<file path="src/rtl/serial_adder.sv">
// -----------------------------------------------------------------------------
// serial_adder
//   Digit-serial unsigned adder. Operands are captured on a start request and
//   added DIGIT bits per clock, LSB digit first, over N = WIDTH/DIGIT cycles.
//   The full sum and carry-out are registered on the last RUN cycle and held
//   until the next completion or reset.
//
//   Optional feature: define SERIAL_ADDER_OVF_EN to add the registered ovf
//   output (two's-complement overflow of the same addition).
//
// Parameters
//   WIDTH  operand / sum width in bits (2..64)
//   DIGIT  bits added per cycle; must divide WIDTH exactly
//
// Ports
//   clk    rising-edge clock
//   rst    asynchronous active-high reset
//   start  begin an addition (honoured in IDLE and DONE, ignored in RUN)
//   a, b   unsigned operands
//   cin    carry-in
//   s      registered sum
//   c      registered carry-out
//   busy   high while in RUN
//   done   one-cycle completion pulse (state DONE)
//   ovf    signed overflow, registered with s (SERIAL_ADDER_OVF_EN only)
// -----------------------------------------------------------------------------
module serial_adder #(
  parameter int WIDTH = 8,
  parameter int DIGIT = 1
) (
  input  logic             clk,
  input  logic             rst,
  input  logic             start,
  input  logic [WIDTH-1:0] a,
  input  logic [WIDTH-1:0] b,
  input  logic             cin,
  output logic [WIDTH-1:0] s,
  output logic             c,
  output logic             busy,
  output logic             done
`ifdef SERIAL_ADDER_OVF_EN
  ,
  output logic             ovf
`endif
);

  localparam int N     = WIDTH / DIGIT;
  localparam int CNT_W = (N > 1) ? $clog2(N) : 1;
  localparam int IDX_W = $clog2(WIDTH + 1);

  localparam logic [1:0] IDLE = 2'd0;
  localparam logic [1:0] RUN  = 2'd1;
  localparam logic [1:0] DONE = 2'd2;

  logic [1:0]       state_reg;
  logic [1:0]       state_next;
  logic [WIDTH-1:0] a_reg;
  logic [WIDTH-1:0] b_reg;
  logic [WIDTH-1:0] acc_reg;
  logic [WIDTH-1:0] s_reg;
  logic             c_reg;
  logic             carry_reg;
  logic [CNT_W-1:0] cnt_reg;

  logic [IDX_W-1:0] base;
  logic [DIGIT-1:0] a_dig;
  logic [DIGIT-1:0] b_dig;
  logic [DIGIT:0]   digit_total;
  logic [WIDTH-1:0] sum_next;
  logic             last_digit;
  logic             capture;

  // Datapath for the current digit: slice both operands at position k, add
  // with the running carry, and merge the DIGIT result bits into the partial
  // sum so the last RUN edge can load s with the complete value.
  always_comb begin
    base        = IDX_W'(cnt_reg) * IDX_W'(DIGIT);
    a_dig       = a_reg[base +: DIGIT];
    b_dig       = b_reg[base +: DIGIT];
    digit_total = {1'b0, a_dig} + {1'b0, b_dig} + {{DIGIT{1'b0}}, carry_reg};
    sum_next    = acc_reg;
    sum_next[base +: DIGIT] = digit_total[DIGIT-1:0];
  end

  assign last_digit = (cnt_reg == CNT_W'(N - 1));
  assign capture    = start && ((state_reg == IDLE) || (state_reg == DONE));

  always_comb begin
    state_next = state_reg;
    case (state_reg)
      IDLE:    if (start) state_next = RUN;
      RUN:     if (last_digit) state_next = DONE;
      DONE:    state_next = start ? RUN : IDLE;
      default: state_next = IDLE;
    endcase
  end

  always_ff @(posedge clk or posedge rst) begin
    if (rst) begin
      state_reg <= IDLE;
      a_reg     <= '0;
      b_reg     <= '0;
      acc_reg   <= '0;
      s_reg     <= '0;
      c_reg     <= 1'b0;
      carry_reg <= 1'b0;
      cnt_reg   <= '0;
    end else begin
      state_reg <= state_next;
      if (capture) begin
        a_reg     <= a;
        b_reg     <= b;
        carry_reg <= cin;
        acc_reg   <= '0;
        cnt_reg   <= '0;
      end else if (state_reg == RUN) begin
        acc_reg   <= sum_next;
        carry_reg <= digit_total[DIGIT];
        cnt_reg   <= cnt_reg + CNT_W'(1);
        if (last_digit) begin
          s_reg <= sum_next;
          c_reg <= digit_total[DIGIT];
        end
      end
    end
  end

`ifdef SERIAL_ADDER_OVF_EN
  // On the last digit the operand MSBs sit at the top of the current slice.
  // carry_into_msb = a_msb ^ b_msb ^ sum_msb, so overflow reduces to the
  // XOR of those three with the carry out of the MSB.
  logic ovf_reg;

  always_ff @(posedge clk or posedge rst) begin
    if (rst) begin
      ovf_reg <= 1'b0;
    end else if (!capture && (state_reg == RUN) && last_digit) begin
      ovf_reg <= a_dig[DIGIT-1] ^ b_dig[DIGIT-1] ^
                 digit_total[DIGIT-1] ^ digit_total[DIGIT];
    end
  end

  assign ovf = ovf_reg;
`endif

  assign s    = s_reg;
  assign c    = c_reg;
  assign busy = (state_reg == RUN);
  assign done = (state_reg == DONE);

endmodule
</file>
<file path="config.mk">
export PLATFORM = sky130hd
export DESIGN_NAME = serial_adder
export DESIGN_NICKNAME = d
export VERILOG_FILES = /design/src/rtl/serial_adder.sv
export SDC_FILE = /design/constraint.sdc
export NUM_CORES = 1
export LEC_CHECK = 0
export BUFFER_PORTS_ARGS = -buffer_cell sky130_fd_sc_hd__clkbuf_2
export CELL_PAD_IN_SITES_DETAIL_PLACEMENT = 1
export CELL_PAD_IN_SITES_GLOBAL_PLACEMENT = 1
export CORE_MARGIN = 2
export CORE_UTILIZATION = 39
export DETAILED_ROUTE_END_ITERATION = 7
export GPL_TIMING_DRIVEN = 0
export PLACE_DENSITY = 0.73
export SLEW_MARGIN = 25
export SYNTH_ARGS = -nofsm -noshare
export SYNTH_HDL_FRONTEND = slang
export SYNTH_SLANG_ARGS = --single-unit
</file>
<file path="constraint.sdc">
create_clock -name clk -period 2.45 [get_ports clk]
set_clock_uncertainty 0.15 [all_clocks]
set_input_delay 0 -clock clk [delete_from_list [all_inputs] [get_ports clk]]
set_output_delay 0 -clock clk [all_outputs]
set_load 0.05 [all_outputs]
</file>
* Word-level counts from Yosys, hierarchy flattened
Cells that the tools add are included.
Storage, ports and cells: register bits after elaboration 39, bits of input ports 20, word-level logic and storage cells 39
Operators by class: add/subtract/negate cells 4, equality and inequality tests 5, shift operators 4, mux-type cells 11, bitwise gates (word level) 1, reductions and logical operators 6
Operator list (number):
- $mux W8 | 2
- $shiftx A8 B4 Y1 | 2
- $bwmux W8 | 1
- $shift A1 B6 Y8 const A | 1
- $shiftx A1 B6 Y8 | 1
- $mux W3 | 2
- $neg A3 Y6 | 1
- $pmux W2 S3 | 1
- $mux W2 | 2
- $add A3 B1 Y3 const B | 1
- $eq A3 B3 Y1 const B | 1
- $mux W1 | 3
- $reduce_and A3 Y1 | 1
- $add A1 B1 Y2 | 1
- $add A2 B1 Y2 | 1
- $eq A2 B1 Y1 const B | 1
- $eq A2 B2 Y1 const B | 1
- $logic_not A2 Y1 | 1
- $ne A2 B1 Y1 const B | 1
- $ne A2 B2 Y1 const B | 1
- $reduce_and A2 Y1 | 1
- $reduce_bool A2 Y1 | 1
- $logic_and A1 B1 Y1 | 1
- $logic_or A1 B1 Y1 | 1
- $not A1 Y1 | 1

* Logic depth before layout (Yosys ltp)
word-level depth 7, depth in mapped cells 8

* Least setup slack after synthesis
OpenSTA, ideal clock, no wires.
kind flip-flop to flip-flop, start register cnt_reg[0], end register acc_reg[3], setup time 121 ps, arrival time 2320 ps, data required time 2179 ps, setup slack -141 ps, cell stages (with the launch flop) 9, buffers on the path 1, period minus slack after synthesis 2591 ps, cells stage by stage dfrtp_1 -> buf_6 -> mux4_2 -> nand2_1 -> nand2_1 -> fa_1 -> and3b_1 -> and2_1 -> a22o_1
On the way: word-level cells in the longest chain between the ends 7, elaborated cells between the ends (all ways) 10, those cells by class 3 x add/sub; 4 x shift; 3 x mux
Ends and longest elaborated chain:
- start: declaration | line 63 | logic [CNT_W-1:0] cnt_reg;
- start signal: assignment | line 119 | cnt_reg <= cnt_reg + CNT_W'(1);
- $shiftx A8 B4 Y1, on equally long branches | line 78, 79
- $add A1 B1 Y2 | line 80 | digit_total = {1'b0, a_dig} + {1'b0, b_dig} + {{DIGIT{1'b0}}, carry_reg};
- $add A2 B1 Y2 | line 80
- $shiftx A1 B6 Y8 | line 82 | sum_next[base +: DIGIT] = digit_total[DIGIT-1:0];
- $bwmux W8 (*) | line 82
- $mux W8 (*) | line 116 | end else if (state_reg == RUN) begin
- $mux W8 (*) | line 110 | if (capture) begin
- end signal: assignment | line 117 | acc_reg <= sum_next;
- end: declaration | line 59 | logic [WIDTH-1:0] acc_reg;
Mark *: on every way between the ends. The rest lies on a longest branch, timed or not. The select of a mux whose other input is x is not followed. A chain may end at the register's enable or synchronous reset.

* Worst setup path after layout
Ends and elaborated chain as after synthesis.

==> flow_summary.toml <==
[route]
viasPerCell = 5.07
firstDrtPassIters = 4
vias = 1702
wl_per_cell_um = 15.2
drc = 0
drt_iter0_markers = 60
wl_mm = 5.11
ant_nets = 0

[logic_synthesis]
synth.yosys.seq_area_share = 0.476
ys_ff_latch = 39
synth_largest_area_cell = "dfrtp_1"
yosys-top-cells-count = "nand2_1 (64), dfrtp_1 (39), mux2i_1 (8), inv_1 (7), nand3_1 (6)"
synth.distinct_cells = 44
synth_nets = 227
yosys-top-cells-area = "dfrtp_1 (48%), nand2_1 (12%), mux2i_1 (3.9%), mux4_1 (2.6%), ha_1 (2.4%)"
syn_avg_cell_area_um2 = 10.1
syn_area_mm2 = 0.00205
synth_cells = 202
synth_top_area_share = 0.476
synth.most_common_cell = "nand2_1"
async_reset_ff_frac = 1.00
synth_flop_cell = "dfrtp_1"
synth_edf_count = 0
yosys_warnings = 0

[timing]
fmax_mhz = 384
setup_viol_count_final = 15
hold_viol_final = 0
period_needed_ps = 2600
drv_slew = 0
setup_ws_ps = -152
hold_ws_ps = 101
worstMarginPinSlew_ps = 583
fin_crit_sh = 1.06
rsz0062_at_grt = "true"
relSlewSlack = 0.611

[critical_path]
worstSetupPathType = "reg -> reg"
crit_chain = "buf_6 -> mux4_2 -> nand2_2 -> nand2_2 -> fa_2 -> and3b_2 -> and2_4 -> a22o_1"
cp-endpoint = "acc_reg[3]$_DFFE_PP0P_"
arrival_ps = 2630
worst-path-stages = 8
crit_top_cell = "nand2_2"
worstSetupStartpoint = "cnt_reg[0]$_DFFE_PP0P_"
worstPathMaxFanout = 7
ff2ff_path_depth = 8
path_delay_family = "simple AND/OR/NAND/NOR gates"
rrSetupSlack_ps = -150
r2r-start = "cnt_reg[0]$_DFFE_PP0P_"
crit_path_top_delay_cell = "mux4_2"
worst_ep_required_time_ps = 2480
startpoint_type = "register"
cp.buffers_inverters = 1
regToRegEndpoint = "acc_reg[3]$_DFFE_PP0P_"
cp-end-kind = "register"
cpPeakStageDelay_ps = 500

[status]
status = "finished, violations left"
violations = "setup timing"

[floorplanning]
fp.dieH_um = 76.5
initial_core_util = 0.404
row_count = 26
die_area_mm2 = 0.00585
core_area_mm2 = 0.00507
pin_count = 31
die_x_um = 76.5

[global_route]
grt_max_degree = 23
antenna_found_initial = 0
grt_overflow = 0
grt_pass1_vias = 1812
grt_usage = 0.191
grt_pass1_wl_mm = 8.78

[clock_network]
cts.clk_slew.worst_paths_ps = 80
clockBufferDepth = 2
clock-sinks = 39
clk_latency_ps = 290
htree_levels = 2
clock-root-buffer = "clkbuf_8"
cts_tree = "yes"
cts_buffers = 5

[flow_run]
max_cap_violations = 0

[final_layout]
multi_input_area_um2 = 997
post-route-util = 0.533
n_fill_cell = 610
stdcell_count = 336
area_growth_pct = 32.1
finalNetCount = 290
stdcell_area_mm2 = 0.00271
drive_above_1_share = 0.286
regArea_um2 = 977
diodes = 0

[worst_hold_path]
hold_class = "in -> async"

[power]
ir_drop_mv = 0.465
pwr_density_cell_mw_per_mm2 = 1490
p_leak_nw = 1.33

[placed_design]
placed_area_mm2 = 0.00232
numPlacedInstances = 303
dp_hpwl_mm = 3.42
portBuffers = 30
gp_congestion = 0.721
==> tightest hold or removal path, stage by stage <==
cell and delay [ps]:
dlygate4sd3_1 540, clkbuf_2 110, inv_2 320
==> worst min path at each step <==
stage	cells past startpoint	to	slack [ps]
2_1_floorplan	2	a_reg[0]$_DFFE_PP0P_	-40
3_3_place_gp	3	b_reg[1]$_DFFE_PP0P_	40
3_5_place_dp	2	a_reg[3]$_DFFE_PP0P_	-130
4_1_cts	3	b_reg[6]$_DFFE_PP0P_	100
5_1_grt	3	a_reg[3]$_DFFE_PP0P_	140
6_report	3	a_reg[3]$_DFFE_PP0P_	100
==> metrics by stage <==
stage          setup TNS [ps]  worst slack, ps  power [mW]
2_1_floorplan           -29.8            -28.6        2.66
3_3_place_gp            -1910             -247        3.07
3_5_place_dp            -2400             -308        3.15
4_1_cts                 -1410             -195        3.98
5_1_grt                 -2990             -261        4.39
6_report                -1130             -152        4.04
==> cell usage in the layout, fill, tap and decap left out, types with 3 or more instances in the layout <==
| master | n |
|---|---|
| nand2_1 | 59 |
| dfrtp_1 | 38 |
| clkbuf_2 | 30 |
| dlygate4sd3_1 | 19 |
| buf_4 | 8 |
| mux2i_1 | 8 |
| inv_1 | 6 |
| nand3_1 | 6 |
| clkbuf_8 | 6 |
| o211ai_1 | 5 |
| nand2_2 | 5 |
| buf_2 | 4 |
| o21ai_1 | 4 |
| a22o_1 | 4 |
| nand4_1 | 4 |
| ha_1 | 4 |
| clkbuf_1 | 3 |
| nor2_1 | 3 |
| buf_6 | 3 |
| mux4_2 | 3 |
==> layout make-up <==
| class | instances | area share |
|---|---|---|
| timing repair buffer | 57 | 0.157 |
| clock inverter | 2 | 0.0130 |
| clock buffer | 6 | 0.0305 |
| tap | 70 | 0.0324 |
| inverter | 8 | 0.0120 |
| multi-input combinational | 143 | 0.369 |
| buffer | 11 | 0.0254 |
| sequential | 39 | 0.361 |
==> metal layers <==
| metal | global-route usage | part of all wire | up-vias |
|---|---|---|---|
| met5 | 0 | 0 | - |
| li1 | - | - | 829 |
| met1 | 0.227 | 0.43 | 831 |
| met4 | 0.0691 | 0.022 | 0 |
| met2 | 0.341 | 0.52 | 32 |
| met3 | 0.0403 | 0.027 | 10 |
==> power breakdown <==
group | total (mW) | leakage [nW] | internal (mW) | switching, mW
combinational | 2.35 | 0.772 | 1.08 | 1.28
sequential | 1.12 | 0.496 | 0.916 | 0.206
clock | 0.569 | 0.0612 | 0.330 | 0.239
==> cell families (layout without fill, tap and decap cells) <==
kind of cell | Yosys count | in the layout | synth area share
fa+ha+maj | 5 | 5 | 0.0342
simple gates | 97 | 97 | 0.238
flops | 39 | 39 | 0.476
compound gates | 28 | 28 | 0.108
buf+inv | 20 | 84 | 0.0513
mux | 13 | 13 | 0.0922
==> what timing repair did <==
item | 4_1_cts | 5_1_grt
endpoints found under the setup margin | 13 | 16
endpoints found under the hold margin | 57 | 0
pin swaps | 4 | 6
resized for setup | 6 | 5
setup buffers | 5 | 2
hold buffers | 19 | 0
(Power assumes the default switching activity.)
